--- src/rtl/imm_pkg.sv ---
// Shared immediate-format codes, word payload and range-check helper.
package imm_pkg;

    localparam int unsigned DATA_WIDTH = 32;
    localparam int unsigned FIFO_DEPTH = 2;
    localparam int unsigned CNT_W      = 2;
    localparam int unsigned ERR_CNT_W  = 8;
    localparam int unsigned SRC_W      = 3;

    typedef enum logic [SRC_W-1:0] {
        IMM_I    = 3'b000,
        IMM_S    = 3'b001,
        IMM_B    = 3'b010,
        IMM_U    = 3'b011,
        IMM_J    = 3'b100,
        IMM_JALR = 3'b101
    } imm_src_e;

    typedef struct packed {
        logic [DATA_WIDTH-1:0] instr;
        logic                  err;
    } enc_word_t;

    // True when v is the sign extension of its low 'bits' bits.
    function automatic logic fits_signed(input logic [DATA_WIDTH-1:0] v,
                                         input int unsigned bits);
        logic signed [DATA_WIDTH-1:0] t;
        t = $signed(v << (DATA_WIDTH - bits));
        t = t >>> (DATA_WIDTH - bits);
        return ($unsigned(t) == v);
    endfunction

endpackage

--- src/rtl/imm_pack.sv ---
// Combinational immediate packer: scatters Imm into the format's bit
// positions of BaseInstr and flags values the format cannot represent.
module imm_pack
    import imm_pkg::*;
(
    input  logic [SRC_W-1:0]      i_imm_src,
    input  logic [DATA_WIDTH-1:0] i_imm,
    input  logic [DATA_WIDTH-1:0] i_base_instr,
    output logic [DATA_WIDTH-1:0] o_instr_c,
    output logic                  o_err_c
);

    // Field scatter and legality per format; illegal codes pass BaseInstr through.
    always_comb begin
        o_instr_c = i_base_instr;
        o_err_c   = 1'b0;
        case (i_imm_src)
            IMM_I, IMM_JALR: begin
                o_instr_c[31:20] = i_imm[11:0];
                o_err_c          = !fits_signed(i_imm, 12);
            end
            IMM_S: begin
                o_instr_c[31:25] = i_imm[11:5];
                o_instr_c[11:7]  = i_imm[4:0];
                o_err_c          = !fits_signed(i_imm, 12);
            end
            IMM_B: begin
                o_instr_c[31]    = i_imm[12];
                o_instr_c[7]     = i_imm[11];
                o_instr_c[30:25] = i_imm[10:5];
                o_instr_c[11:8]  = i_imm[4:1];
                o_err_c          = i_imm[0] || !fits_signed(i_imm, 13);
            end
            IMM_U: begin
                o_instr_c[31:12] = i_imm[31:12];
                o_err_c          = |i_imm[11:0];
            end
            IMM_J: begin
                o_instr_c[31]    = i_imm[20];
                o_instr_c[30:21] = i_imm[10:1];
                o_instr_c[20]    = i_imm[11];
                o_instr_c[19:12] = i_imm[19:12];
                o_err_c          = i_imm[0] || !fits_signed(i_imm, 21);
            end
            default: begin
                o_err_c = 1'b1;
            end
        endcase
    end

endmodule

--- src/rtl/imm_encoder.sv ---
// Immediate encoder: packs requests through imm_pack into a two-entry
// output buffer with valid/ready handshakes and a saturating error counter.
module imm_encoder
    import imm_pkg::*;
(
    input  logic                  clk,
    input  logic                  rst,
    input  logic                  in_valid,
    output logic                  in_ready,
    input  logic [SRC_W-1:0]      ImmSrc,
    input  logic [DATA_WIDTH-1:0] Imm,
    input  logic [DATA_WIDTH-1:0] BaseInstr,
    output logic                  out_valid,
    input  logic                  out_ready,
    output logic [DATA_WIDTH-1:0] InstrOut,
    output logic                  ImmErr,
    input  logic                  err_clr,
    output logic [ERR_CNT_W-1:0]  ErrCount
);

    // Slot 0 is the head and drives the outputs; empty slots are kept at zero.
    enc_word_t              r_slot0, r_slot1;
    logic [CNT_W-1:0]       r_count;
    logic                   r_in_ready, r_out_valid;
    logic [ERR_CNT_W-1:0]   r_err_count;

    enc_word_t              w_new, w_slot0_nxt, w_slot1_nxt;
    logic [CNT_W-1:0]       w_count_nxt;
    logic [ERR_CNT_W-1:0]   w_err_count_nxt;
    logic [DATA_WIDTH-1:0]  w_pack_instr;
    logic                   w_pack_err, w_push, w_pop;

    imm_pack u_pack (
        .i_imm_src    (ImmSrc),
        .i_imm        (Imm),
        .i_base_instr (BaseInstr),
        .o_instr_c    (w_pack_instr),
        .o_err_c      (w_pack_err)
    );

    assign w_new  = '{instr: w_pack_instr, err: w_pack_err};
    assign w_push = in_valid && r_in_ready;
    assign w_pop  = r_out_valid && out_ready;

    // Next buffer contents: pop shifts toward the head, push fills the first free slot.
    always_comb begin
        w_slot0_nxt     = r_slot0;
        w_slot1_nxt     = r_slot1;
        w_count_nxt     = r_count;
        w_err_count_nxt = r_err_count;
        if (w_pop) begin
            w_slot0_nxt = r_slot1;
            w_slot1_nxt = '0;
            w_count_nxt = r_count - CNT_W'(1);
        end
        if (w_push) begin
            if (w_count_nxt == '0) begin
                w_slot0_nxt = w_new;
            end else begin
                w_slot1_nxt = w_new;
            end
            w_count_nxt = w_count_nxt + CNT_W'(1);
        end
        if (err_clr) begin
            w_err_count_nxt = '0;
        end else if (w_pop && r_slot0.err && (r_err_count != '1)) begin
            w_err_count_nxt = r_err_count + ERR_CNT_W'(1);
        end
    end

    // State registers; handshake flags are registered from the next count.
    always_ff @(posedge clk or posedge rst) begin
        if (rst) begin
            r_slot0     <= '0;
            r_slot1     <= '0;
            r_count     <= '0;
            r_in_ready  <= 1'b1;
            r_out_valid <= 1'b0;
            r_err_count <= '0;
        end else begin
            r_slot0     <= w_slot0_nxt;
            r_slot1     <= w_slot1_nxt;
            r_count     <= w_count_nxt;
            r_in_ready  <= (w_count_nxt < CNT_W'(FIFO_DEPTH));
            r_out_valid <= (w_count_nxt != '0);
            r_err_count <= w_err_count_nxt;
        end
    end

    assign in_ready  = r_in_ready;
    assign out_valid = r_out_valid;
    assign InstrOut  = r_slot0.instr;
    assign ImmErr    = r_slot0.err;
    assign ErrCount  = r_err_count;

endmodule

--- config.mk ---
export PLATFORM = sky130hd
export DESIGN_NAME = imm_encoder
export DESIGN_NICKNAME = d
export VERILOG_FILES = /design/src/rtl/imm_pkg.sv /design/src/rtl/imm_pack.sv /design/src/rtl/imm_encoder.sv
export SDC_FILE = /design/constraint.sdc
export NUM_CORES = 1
export LEC_CHECK = 0
export CORE_MARGIN = 5
export CORE_UTILIZATION = 49
export CTS_CLUSTER_SIZE = 28
export DETAILED_ROUTE_END_ITERATION = 8
export PLACE_DENSITY = 0.81
export SYNTH_ARGS = -nofsm -noshare
export SYNTH_HDL_FRONTEND = slang
export SYNTH_SLANG_ARGS = --single-unit
--- constraint.sdc ---
create_clock -name clk -period 3.7 [get_ports clk]
set_input_delay 1.11 -clock clk [delete_from_list [all_inputs] [get_ports clk]]
set_output_delay 1.11 -clock clk [all_outputs]
set_load 0.05 [all_outputs]
# [Word-level counts from Yosys, hierarchy flattened]
# Cells that the tools add are included.
[totals] regBits=78 in_bits=72 output_inout_bits=43 word_cells=53
[classes] add_sub_neg=3 magnitude_cmp=1 eq_ne=9 n_mux=15 reduce_logical=17
[ops] op="33-bit two-way mux" count=6
[ops] op="7-bit one-hot mux with 4 select lines" count=1
[ops] op="8-bit two-way mux" count=3
[ops] op="20-bit == test" count=1
[ops] op="19-bit == test" count=1
[ops] op="5-bit one-hot mux with 3 select lines" count=1
[ops] op="12-bit OR reduction" count=1
[ops] op="11-bit == test" count=1
[ops] op="5-bit one-hot mux with 2 select lines" count=1
[ops] op="8-bit by 1-bit adder with 8-bit output (second input constant)" count=1
[ops] op="8-bit inequality test (second input constant)" count=1
[ops] op="3-bit by 2-bit == test with 1-bit output (second input constant)" count=2
[ops] op="3-bit == test (second input constant)" count=2
[ops] op="1-bit logical AND" count=4
[ops] op="2-bit two-way mux" count=2
[ops] op="1-bit one-hot mux with 4 select lines" count=1
[ops] op="2-bit nonzero test" count=2
[ops] op="2-bit OR reduction" count=2
[ops] op="3-bit by 1-bit == test with 1-bit output (second input constant)" count=1
[ops] op="1-bit zero test" count=3
[ops] op="3-bit zero test" count=1
[ops] op="3-bit OR reduction" count=1
[ops] op="2-bit by 1-bit adder with 2-bit output (second input constant)" count=1
[ops] op="2-bit zero test" count=1
[ops] op="other kinds (3)" count=4

# [Logic depth before layout (Yosys ltp)]
# Gate-level depths: netlist of run 1.
[depth] depth_word=6 ltp_mapped=8 mapped_depth_nobuf=6

# [By module]
# Synthesis of run 1 repeated with hierarchy kept, for this count alone.
[hier_totals] hier_cells=399 area_unflattened_um2=4550.6
[by_module_without_submodules] mod="imm_encoder" n_inst=1 cells_per_inst=256 area_per_inst_um2=3604.7 seq_area_each_um2=1953.1
[by_module_without_submodules] mod="imm_pack" n_inst=1 cells_per_inst=143 area_per_inst_um2=945.9 seq_area_each_um2=0.0

# [Least setup slack after synthesis of run 1]
# No wires, ideal clock.
[synth_timing] path_kind="in2reg" from="input out_ready" to="register r_slot1[10] (netlist name)" arrival_ps=2396 required_ps=3569 path_slack_ps=1173 stages=8 n_path_buf=2 path_cell_list="nand2_1 xor2_1 ha_1 or2_2 clkbuf_1 clkbuf_1 nand3_1 o21ai_0"
[synth_lines] element="start: declaration" line="imm_encoder.sv:14" source="input logic out_ready,"
[synth_lines] element="end signal: assignment" line="imm_encoder.sv:82" source="r_slot1 <= w_slot1_nxt;"
[synth_lines] element="end: declaration" line="imm_encoder.sv:22" source="enc_word_t r_slot0, r_slot1;"

==> metrics, run 1 <==
run status completed; number of port buffers 114; power density normalized to cell area 677.5 nW/µm²; filler instances 653; reg-to-reg critical path endpoint r_slot1[12]; fin crit share 0.8088; endpoint of the worst hold-timing path r_slot1[25]; largest net degree at the start of global routing 67; category of the worst setup path launch point input port; dominant delay contributor by cell family on the critical path buffers and inverters; effective utilization at floorplan 0.5076; actual slew at the worst max-slew pin 0.7897 ns; CTS H-tree depth 3; number of buffers created by CTS 9; global-route wire length before repair 17,800 µm; worst-case register-to-register setup slack 1.51 ns; global-route met1 utilization 0.3025; die area 10,500 µm²; class of the worst hold path register to register; met2 Track Usage GR 0.3441; total count of hold-check failures in the final report 0; final worst-path setup slack 0.7075 ns; cell type with the largest total area after synthesis dfrtp_1; violation count after the first detailed-routing iteration 203; number of nets in the synthesized netlist 527; CORE AREA 8258 µm²; Die W 102.5 µm; worst slack at placement 0.3492 ns; die outline height 102.5 µm; slowest cell on the critical path or2_2; min-delay src r_slot1[25]; GPL Wtd Cong 0.8706; PostCTS Resize Cnt 0; required time of the worst setup path 3.98 ns; yosys warns 0; Routed Antenna Nets 0; via count of the first global-routing pass 3,694; number of maximum-capacitance constraint violations 0; Total Power 0.003837 W; antenna cell count 0; total wirelength of the detailed-routed design 11,130 µm; worst slew slack as a fraction of its limit 0.4729; area of combinational cells with multiple inputs 2066 µm²; Reg area 1953 µm²; fin crit period 2.993 ns; GR Overflow Total 0; LEAKAGE 2.485 nW; unrepaired setup endpoints after global routing false; clock-pin slew of the registers on the worst-case setup and hold paths 0.08 ns; depth of the worst hold-timing path 2; Setup Buffers After CTS 0; row cnt 33; path type of the worst setup path input port to register; Buffers & Inverters on Critical Path 2; EDFF count, synth 0; critical-path cell list clkdlybuf4s50_1 -> nand2_2 -> xor2_1 -> ha_1 -> or2_2 -> buf_4 -> nand3_1 -> o21ai_1; post-synthesis instance area 4192 µm²; proportion of netlist area held by the largest area contributor 0.4597; portion of the post-synthesis area used by sequential elements 0.4660; cts hold-fix bufs 0; layout cells sized above 1 0.1050; async set or reset register ratio after synthesis 1.000; register bit total from synthesis 78; layer with the highest usage after global routing met2; number of nets in the layout 631; number of buffers between clock root and the deepest sink 2; maximum vdd ir drop 0.3751 mV; FF-to-FF path depth 7; GRT Overall Usage 0.2161; latest clock arrival within the worst-skew pair 0.35 ns; sinks on the clock net 78; Final Slew Violations 0; commonest register cell after synthesis dfrtp_1; count of endpoints failing setup in the final report 0; number of distinct standard cells referenced by the synthesized netlist 43; clock tree from TritonCTS built; Max Fclk 334.2 MHz; io pins 115; met3 Usage GRT 0.03721; top post-synthesis cells by area dfrtp_1 (46%), mux2i_1 (7.4%), o21ai_0 (6.2%); post-detailed-route via-to-cell ratio 5.672; clock root cell clkbuf_8; antenna violations before repair 0; signed area change from the synthesized netlist to the final layout 35.13%; synthesized instance count 453; maximum fanout count along the critical path 36; kind of end point of the critical path register; DR vias 3,783; FF-to-FF Start r_count[0]; Worst Path Arrival 3.27 ns; drt first pass iters 5; clock skew after layout 0.007753 ns; dpl hpwl 8167 µm; DRC violation count after routing 0; average detailed-routed wire length per instance 16.68 µm; setup_tns 0 ns; Post-Synthesis Mean Instance Area 9.253 µm²; slowest cell delay on critical path 0.52 ns
## area by class of cell
| type | count | area share |
|---|---|---|
| repair buffers | 124 | 0.2191 |
| clock inverters | 7 | 0.01745 |
| inverters | 13 | 0.008836 |
| clock buffers | 9 | 0.02187 |
| multi-input cells | 331 | 0.3647 |
| well taps | 105 | 0.02319 |
| flip-flops and latches | 78 | 0.3448 |
## registers in the layout, summed over array words and instances, names as in the netlist
name       flops
ErrCount       8
in_ready       1
out_valid      1
r_slot1       33
ImmErr         1
InstrOut      32
r_count        2
## power breakdown
| group | leakage, nW | internal, W | switching [W] | total, W |
|---|---|---|---|---|
| clock | 0.109 | 0.000382 | 0.000326 | 0.000708 |
| sequential | 1.02 | 0.00118 | 0.000180 | 0.00136 |
| combinational | 1.35 | 0.000671 | 0.00110 | 0.00177 |
## routing by layer
metal	routed length [µm]	vias to the layer above
met5	0	-
met2	5267	140
met3	799	17
li1	-	1832
met1	4852	1794
met4	206	0
## placed cells by master (no fill, tap or decap), types with 4 or more instances in the layout
| cell | count |
|---|---|
| o21ai_0 | 52 |
| mux2i_1 | 31 |
| xnor2_1 | 4 |
| dfrtp_1 | 77 |
| nand3_1 | 38 |
| o22a_1 | 6 |
| nor4_1 | 7 |
| nand2_1 | 51 |
| xor2_1 | 4 |
| clkbuf_8 | 9 |
| a31oi_1 | 7 |
| nor2b_1 | 6 |
| a21oi_1 | 20 |
| buf_4 | 8 |
| clkdlybuf4s50_1 | 114 |
| inv_1 | 12 |
| mux2_2 | 23 |
| nand2b_1 | 4 |
| a211oi_1 | 7 |
| nor3_1 | 7 |
| nor2_1 | 28 |
| nand4_1 | 7 |
## logic make-up (layout without fill, tap and decap cells)
kind of cell    Yosys count  after routing  synth area share
xor+xnor                  8              8           0.01671
compound gates          105            105            0.1490
buf+inv                  44            153           0.04298
mux                      54             54            0.1358
fa+ha+maj                 2              2          0.005969
simple gates            162            162            0.1836
flops                    78             78            0.4660
## worst max-delay path by stage
stage                     startpoint          end  cells past startpoint
final                      out_ready  r_slot1[12]                      8
after global routing       out_ready   r_slot1[9]                      8
after CTS                  out_ready  r_slot1[12]                      8
after detailed placement   out_ready  r_slot1[12]                      8
after global placement     out_ready  r_slot1[10]                      8
after floorplan                  rst  ErrCount[0]                      1
## synth_stat cells (13+ instances only)
cell      instances
a21oi_1          20
clkbuf_1         20
dfrtp_1          77
inv_1            13
mux2_2           23
mux2i_1          31
nand2_1          52
nand3_1          39
nor2_1           28
o21ai_0          52
## per-stage QoR
stage	utilization	hold slack (ns)	std cells	instance area, µm²
floorplan	-	0.4648	453	4192
global placement	0.6589	0.4773	651	5441
detailed placement	0.6589	0.4836	651	5441
CTS	0.6859	0.5030	667	5664
global route	0.6859	0.5302	667	5664
finish	0.6859	0.5036	667	5664
## tightest hold or removal path: cells and delay by family, from the launching register on
kind	cells	cell delay [ns]
flip-flops	1	0.35
AND/OR/NAND/NOR	2	0.13
(Power assumes the default switching activity.)
==> run 2, diff against run 1 <==
Clock period 3.7 ns to 2.9 ns, I/O delays scaled along.
==> run 2 against run 1 <==
Net effect:
- clock-buffer cell count grew 2
- largest cell class unchanged
- clock skew is 0.0059 ns higher
- global-route usage up 0.60 points
- via count rose by 0.29%
- highest routed layer unchanged
- critical path type is now register to output pin
- power grew 27%
- die area unchanged
- critical endpoint is now in_ready
- design area grew 0.97%
- sequential share of layout area decreased by 0.33 points
- final cell count is 1.0% higher
==> metrics, run 2 (synthesis results as in run 1) <==
slowest cell delay on critical path 0.80 ns; GPL Wtd Cong 0.8628; flip-flop count of the largest register, all copies and words added 33; post-detailed-route via-to-cell ratio 5.629; clock skew after layout 0.01365 ns; fin crit period 2.575 ns; FF-to-FF Start r_count[0]; drt first pass iters 4; Buffers & Inverters on Critical Path 1; average detailed-routed wire length per instance 16.67 µm; sinks on the clock net 78; Routed Antenna Nets 0; effective utilization at floorplan 0.5076; fin crit share 0.8880; latest clock arrival within the worst-skew pair 0.35 ns; DR vias 3,794; clock-pin slew of the registers on the worst-case setup and hold paths 0.08 ns; depth of the worst hold-timing path 2; slowest cell on the critical path clkdlybuf4s50_1; antenna violations before repair 0; number of buffers created by CTS 9; signed area change from the synthesized netlist to the final layout 36.45%; path type of the worst setup path register to output pin; worst slew slack as a fraction of its limit 0.5626; actual slew at the worst max-slew pin 0.6517 ns; maximum vdd ir drop 0.3958 mV; category of the worst setup path launch point register; number of buffers between clock root and the deepest sink 2; layout cells sized above 1 0.1142; violation count after the first detailed-routing iteration 299; GR Overflow Total 0; LEAKAGE 2.515 nW; clock tree from TritonCTS built; number of port buffers 114; kind of end point of the critical path output pin; fraction of the core area covered by cells at the end of the flow 0.6926; worst-case register-to-register setup slack 1.01 ns; reg-to-reg critical path endpoint r_slot1[15]; Max Fclk 388.3 MHz; min-delay src r_slot1[7]; clock root cell clkbuf_8; unrepaired setup endpoints after global routing false; number of maximum-capacitance constraint violations 0; Worst Path Arrival 1.71 ns; class of the worst hold path register to register; via count of the first global-routing pass 3,742; dpl hpwl 8396 µm; total count of hold-check failures in the final report 0; FF-to-FF path depth 7; maximum fanout count along the critical path 3; required time of the worst setup path 2.03 ns; critical-path cell list clkdlybuf4s50_1; io pins 115; setup_tns 0 ns; dominant delay contributor by cell family on the critical path buffers and inverters; CTS H-tree depth 3; Setup Buffers After CTS 0; antenna cell count 0; die area 10,500 µm²; CORE AREA 8258 µm²; cts hold-fix bufs 0; PostCTS Resize Cnt 0; power density normalized to cell area 848.8 nW/µm²; count of endpoints failing setup in the final report 0; GRT Overall Usage 0.2220; DRC violation count after routing 0; largest net degree at the start of global routing 67; Die W 102.5 µm; commonest non-fill, non-tap cell in the layout clkdlybuf4s50_1; number of nets in the layout 638; most frequent cells in the layout clkdlybuf4s50_1 (114), dfrtp_1 (77), o21ai_0 (52); endpoint of the worst hold-timing path r_slot1[7]; Final Slew Violations 0; total wirelength of the detailed-routed design 11,230 µm; run status completed; die outline height 102.5 µm; row cnt 33; register with the most flip-flops r_slot1; global-route wire length before repair 18,420 µm
==> run 2: cell type report <==
type	count	area, µm²
Multi-Input combinational cell	331	2066
Timing Repair Buffer	131	1319
Clock buffer	11	141.4
Clock inverter	5	58.81
Fill cell	647	2539
Sequential cell	78	1953
Tap cell	105	131.4
Inverter	13	50.05
==> run 2: power breakdown <==
group	total, W	internal (W)	switching (W)
registers	0.00174	0.00151	0.000232
logic	0.00230	0.000898	0.00140
clock network	0.000815	0.000421	0.000394
total	0.00485	0.00283	0.00202
==> run 2: worst max-delay path by stage <==
stage	depth (start not counted)	end	slack [ns]	startpoint
after floorplan	1	ErrCount[0]	0.04	rst
after global placement	8	r_slot1[10]	0.12	out_ready
after detailed placement	8	r_slot1[15]	0.07	out_ready
after CTS	1	in_ready	0.29	in_ready
after global routing	1	in_ready	0.27	in_ready
final	1	in_ready	0.32	in_ready
==> run 2: per-layer routing <==
metal / global-route usage / share of wire / up-vias
li1: - / - / 1845
met1: 0.3120 / 0.44 / 1794
met2: 0.3451 / 0.47 / 135
met3: 0.03654 / 0.073 / 20
met4: 0.08678 / 0.020 / 0
met5: 0 / 0 / -
==> run 2: through the flow <==
stage,total power (W),cells,instance area [µm²],hold WS [ns],worst slack (ns)
floorplan,0.003241,453,4192,0.4648,0.03662
global route,0.005152,674,5719,0.5221,0.2731
global placement,0.003981,658,5519,0.4770,0.1158
CTS,0.004892,674,5719,0.5027,0.2937
detailed placement,0.004064,658,5519,0.4873,0.07369
finish,0.004854,674,5719,0.5037,0.3248
==> run 3, diff against run 2 <==
Settings changed: CORE_UTILIZATION 49 to 50, SYNTH_HIERARCHICAL from default to 1.
==> run 3 against run 2 <==
Net effect:
- utilization up 0.49 points
- clock-buffer cell count is 1 lower
- register-to-register slack worse by 0.13 ns
- flip-flop and latch count is the same
- sequential power up 5%
- final cell count down 6.2%
- routed wire length is 9.9% higher
- maximum frequency decreased by 5.8%
- combinational power is 28% higher
- largest power group unchanged
==> metrics, run 3 <==
run status completed; total wirelength of the detailed-routed design 12,350 µm; die area 11,110 µm²; count of placed standard cells including taps 616; flip-flop count of the largest register, all copies and words added 33; drt first pass iters 4; path type of the worst setup path input port to register; signed area change from the synthesized netlist to the final layout 34.97%; total count of hold-check failures in the final report 0; post-synthesis instance area 4551 µm²; DP Area 5934 µm²; actual slew at the worst max-slew pin 0.5233 ns; GR Overflow Total 0; Max Fclk 365.7 MHz; layout cells sized above 1 0.2595; number of distinct standard cells referenced by the synthesized netlist 51; count of endpoints failing setup in the final report 0; filler instances 637; commonest register cell after synthesis dfrtp_1; post-route insts no fill 632; depth of the worst hold-timing path 1; DR vias 3,769; number of maximum-capacitance constraint violations 0; DRC violation count after routing 0; number of buffers between clock root and the deepest sink 2; most common cell in the netlist dfrtp_1; effective utilization at floorplan 0.5168; maximum fanout count along the critical path 3; EDFF count, synth 0; GRT Overall Usage 0.2242; number of buffers created by CTS 9; clock root cell clkbuf_8; fin crit period 2.735 ns; clock skew after layout 0.01125 ns; required time of the worst setup path 3.14 ns; worst-case register-to-register setup slack 0.88 ns; area of combinational cells with multiple inputs 2394 µm²; most frequent cells in the layout clkdlybuf4s50_1 (114), dfrtp_1 (77), mux2_2 (52); final instance area 6142 µm²; number of nets in the synthesized netlist 472; dpl hpwl 8920 µm; yosys warns 6; sinks on the clock net 78; FF-to-FF path depth 4; async set or reset register ratio after synthesis 1.000; portion of the post-synthesis area used by sequential elements 0.4292; post-detailed-route via-to-cell ratio 5.964; average detailed-routed wire length per instance 19.54 µm; number of port buffers 114; worst slack at placement -0.06941 ns; clock tree from TritonCTS built; final worst-path setup slack 0.1651 ns; Worst Path Arrival 2.97 ns; register with the most flip-flops r_slot1; commonest non-fill, non-tap cell in the layout clkdlybuf4s50_1; GPL Wtd Cong 0.9012; fin crit share 0.9431; Post-Synthesis Mean Instance Area 11.41 µm²; via count of the first global-routing pass 4,025; synthesized instance count 399; CTS H-tree depth 3; maximum vdd ir drop 0.5750 mV; latest clock arrival within the worst-skew pair 0.36 ns; largest net degree at the start of global routing 38; CORE AREA 8806 µm²; antenna violations before repair 0; PostCTS Resize Cnt 0; class of the worst hold path register to register; register bit total from synthesis 78; Routed Antenna Nets 0; proportion of netlist area held by the largest area contributor 0.4234; power density normalized to cell area 913.5 nW/µm²; global-route wire length before repair 20,150 µm; number of nets in the layout 592; Die W 105.4 µm; kind of end point of the critical path register; io pins 115; cell type with the largest total area after synthesis dfrtp_1; clock-pin slew of the registers on the worst-case setup and hold paths 0.08 ns; Total Power 0.005611 W; list of most frequent post-synthesis cells dfrtp_1 (77), mux2_2 (52), a22o_1 (35); LEAKAGE 2.706 nW; Reg area 1953 µm²; category of the worst setup path launch point input port; worst slew slack as a fraction of its limit 0.6500; antenna cell count 0; top post-synthesis cells by area dfrtp_1 (42%), mux2_2 (13%), mux2_4 (9.9%); die outline height 105.4 µm; setup_tns 0 ns; violation count after the first detailed-routing iteration 316; unrepaired setup endpoints after global routing false; Setup Buffers After CTS 0; row cnt 34; Final Slew Violations 0; cts hold-fix bufs 0
run 3: kinds of logic after synthesis:
kind of cell,synth area share
compound gates,0.1534
xor+xnor,0.003850
fa+ha+maj,0.002749
buf+inv,0.05004
flops,0.4292
mux,0.2497
simple gates,0.1111
run 3: layout make-up:
class	instances	share of cell area
clock buffer	10	0.02241
clock inverter	6	0.01141
inverter	8	0.005093
multi-input combinational	279	0.3897
sequential	78	0.3180
tap	108	0.02200
timing repair buffer	143	0.2314
run 3: path summary, 6_finish.rpt:
kind                                   from      endpoint
worst max-delay path                Imm[30]        ImmErr
worst min-delay path            r_slot1[22]   r_slot1[22]
worst max register to register     in_ready   InstrOut[8]
worst min register to register  r_slot1[22]   r_slot1[22]
max in group asynchronous               rst  InstrOut[23]
min in group asynchronous               rst   ErrCount[1]
run 3: report_power, final:
group | switching [W] | leakage (nW) | internal, W
Sequential | 0.000276 | 1.01 | 0.00154
Clock | 0.000425 | 0.0951 | 0.000425
Combinational | 0.00153 | 1.60 | 0.00141
Total | 0.00223 | 2.71 | 0.00338
run 3: through the flow:
stage | utilization | hold slack [ns]
after global routing | 0.6975 | 0.5196
after detailed placement | 0.6739 | 0.4868
after global placement | 0.6739 | 0.4830
final | 0.6975 | 0.5036
after CTS | 0.6975 | 0.5097
after floorplan | - | 0.4691
run 3: worst max-delay path, cell delays in order:
cell             delay [ns]
clkdlybuf4s50_1        0.46
or3_1                  0.43
nor4_1                 0.30
a21oi_1                0.11
nor4_1                 0.33
o32ai_1                0.18
mux2_2                 0.29
run 3: per-layer routing:
metal	global-route usage	vias up	share of wire
met5	0	-	0
met4	0.08622	0	0.025
met3	0.05379	28	0.063
met2	0.3821	118	0.51
met1	0.2748	1872	0.41
li1	-	1751	-
==> RTL edit (flow settings as in run 1) <==
Make the reset (`rst`) synchronous in one clocked block.
--- a/src/rtl/imm_encoder.sv
+++ b/src/rtl/imm_encoder.sv
@@ -70,5 +70,5 @@
 
     // State registers; handshake flags are registered from the next count.
-    always_ff @(posedge clk or posedge rst) begin
+    always_ff @(posedge clk) begin
         if (rst) begin
             r_slot0     <= '0;
Function: differs if rst is asserted again (counterexample within 4 cycles, from zero or initial values and one cycle with rst high); with rst held inactive, the same outputs for 10 cycles.
==> RTL edit against run 1 <==
- combinational power increased by 9%
- via count increased by 12%
- setup slack got worse by 0.049 ns
- routed wire length increased by 8.8%
- synthesized area decreased by 3.9%
- sequential cell count unchanged
- critical endpoint is now out_valid
- global-route usage increased by 2.3 points
- total power increased by 1.4%
- register-to-register slack got worse by 0.24 ns
- final area decreased by 3.9%
==> RTL edit: results (changes against run 1) <==
| Metric | Value |
|---|---|
| Status | `completed (unchanged)` |
| HPWL after DPL | `8890 um (was 8170 um)` |
| Met3 WL | `871 um (was 799 um)` |
| NumNets Final | `678 (was 631)` |
| Avg Cell Area, Syn | `7.93 um2 (was 9.25 um2)` |
| Total track usage | `0.239 (was 0.216)` |
| Compound-gate portion of the synthesized area | `0.222 (was 0.149)` |
| Layout cells sized above 1 | `0.0690 (was 0.105)` |
| Critical path's slowest cell | `clkdlybuf4s50_1 (was or2_2)` |
| DRT iter0 DRCs | `269 (was 203)` |
| Share of synthesized registers carrying an async set or reset | `0 (was 1.00)` |
| Dpl cells | `698 (was 651)` |
| Worst slew margin | `0.440 (was 0.473)` |
| Adder-cell share of the synthesized area | `0.00621 (was 0.00597)` |
| M2 GR Usage | `0.409 (was 0.344)` |
| Metal-1 WL | `4980 um (was 4850 um)` |
| Multiplexer share of the synthesized area | `0.0547 (was 0.136)` |
| Syn nets | `582 (was 527)` |
| Routed wire per std cell | `16.9 um (was 16.7 um)` |
| Seq area share | `0.287 (was 0.345)` |
| Critical path fanouts, max | `17 (was 36)` |
| Post-Synth XOR/XNOR Area | `0.0217 (was 0.0167)` |
| Sequential Power Share | `0.330 (was 0.355)` |
| Number of non-clock buffers | `128 (was 124)` |
| Ys flop type | `dfxtp_1 (was dfrtp_1)` |
-- RTL edit: changes by cell type after synthesis, moves of 8 or more --
cell	before	now
a211oi_1	7	33
a21oi_1	20	34
a311oi_1	0	20
and3_1	2	19
dfrtp_1	77	0
dfxtp_1	0	78
inv_1	13	5
mux2_2	23	0
mux2i_1	31	22
nand2_1	52	67
nor2_1	28	54
o21a_1	0	10
o21ai_0	52	11
-- RTL edit: metrics by stage --
| stage | worst slack, ns | cell area, um2 |
|---|---|---|
| after floorplan | 0.923 | 4030 |
| after global placement | 0.438 | 5230 |
| after detailed placement | 0.356 | 5230 |
| after CTS | 0.658 | 5440 |
| after global routing | 0.519 | 5440 |
| final | 0.658 | 5440 |
-- RTL edit: path summary, 6_finish.rpt --
check	from	to	slack (ns)	depth (start not counted)
worst max-delay path	out_valid	out_valid	0.66	1
worst min-delay path	r_slot1[28]	r_slot1[28]	0.47	2
worst max register to register	out_valid	r_slot1[16]	1.27	8
worst min register to register	r_slot1[28]	r_slot1[28]	0.47	2
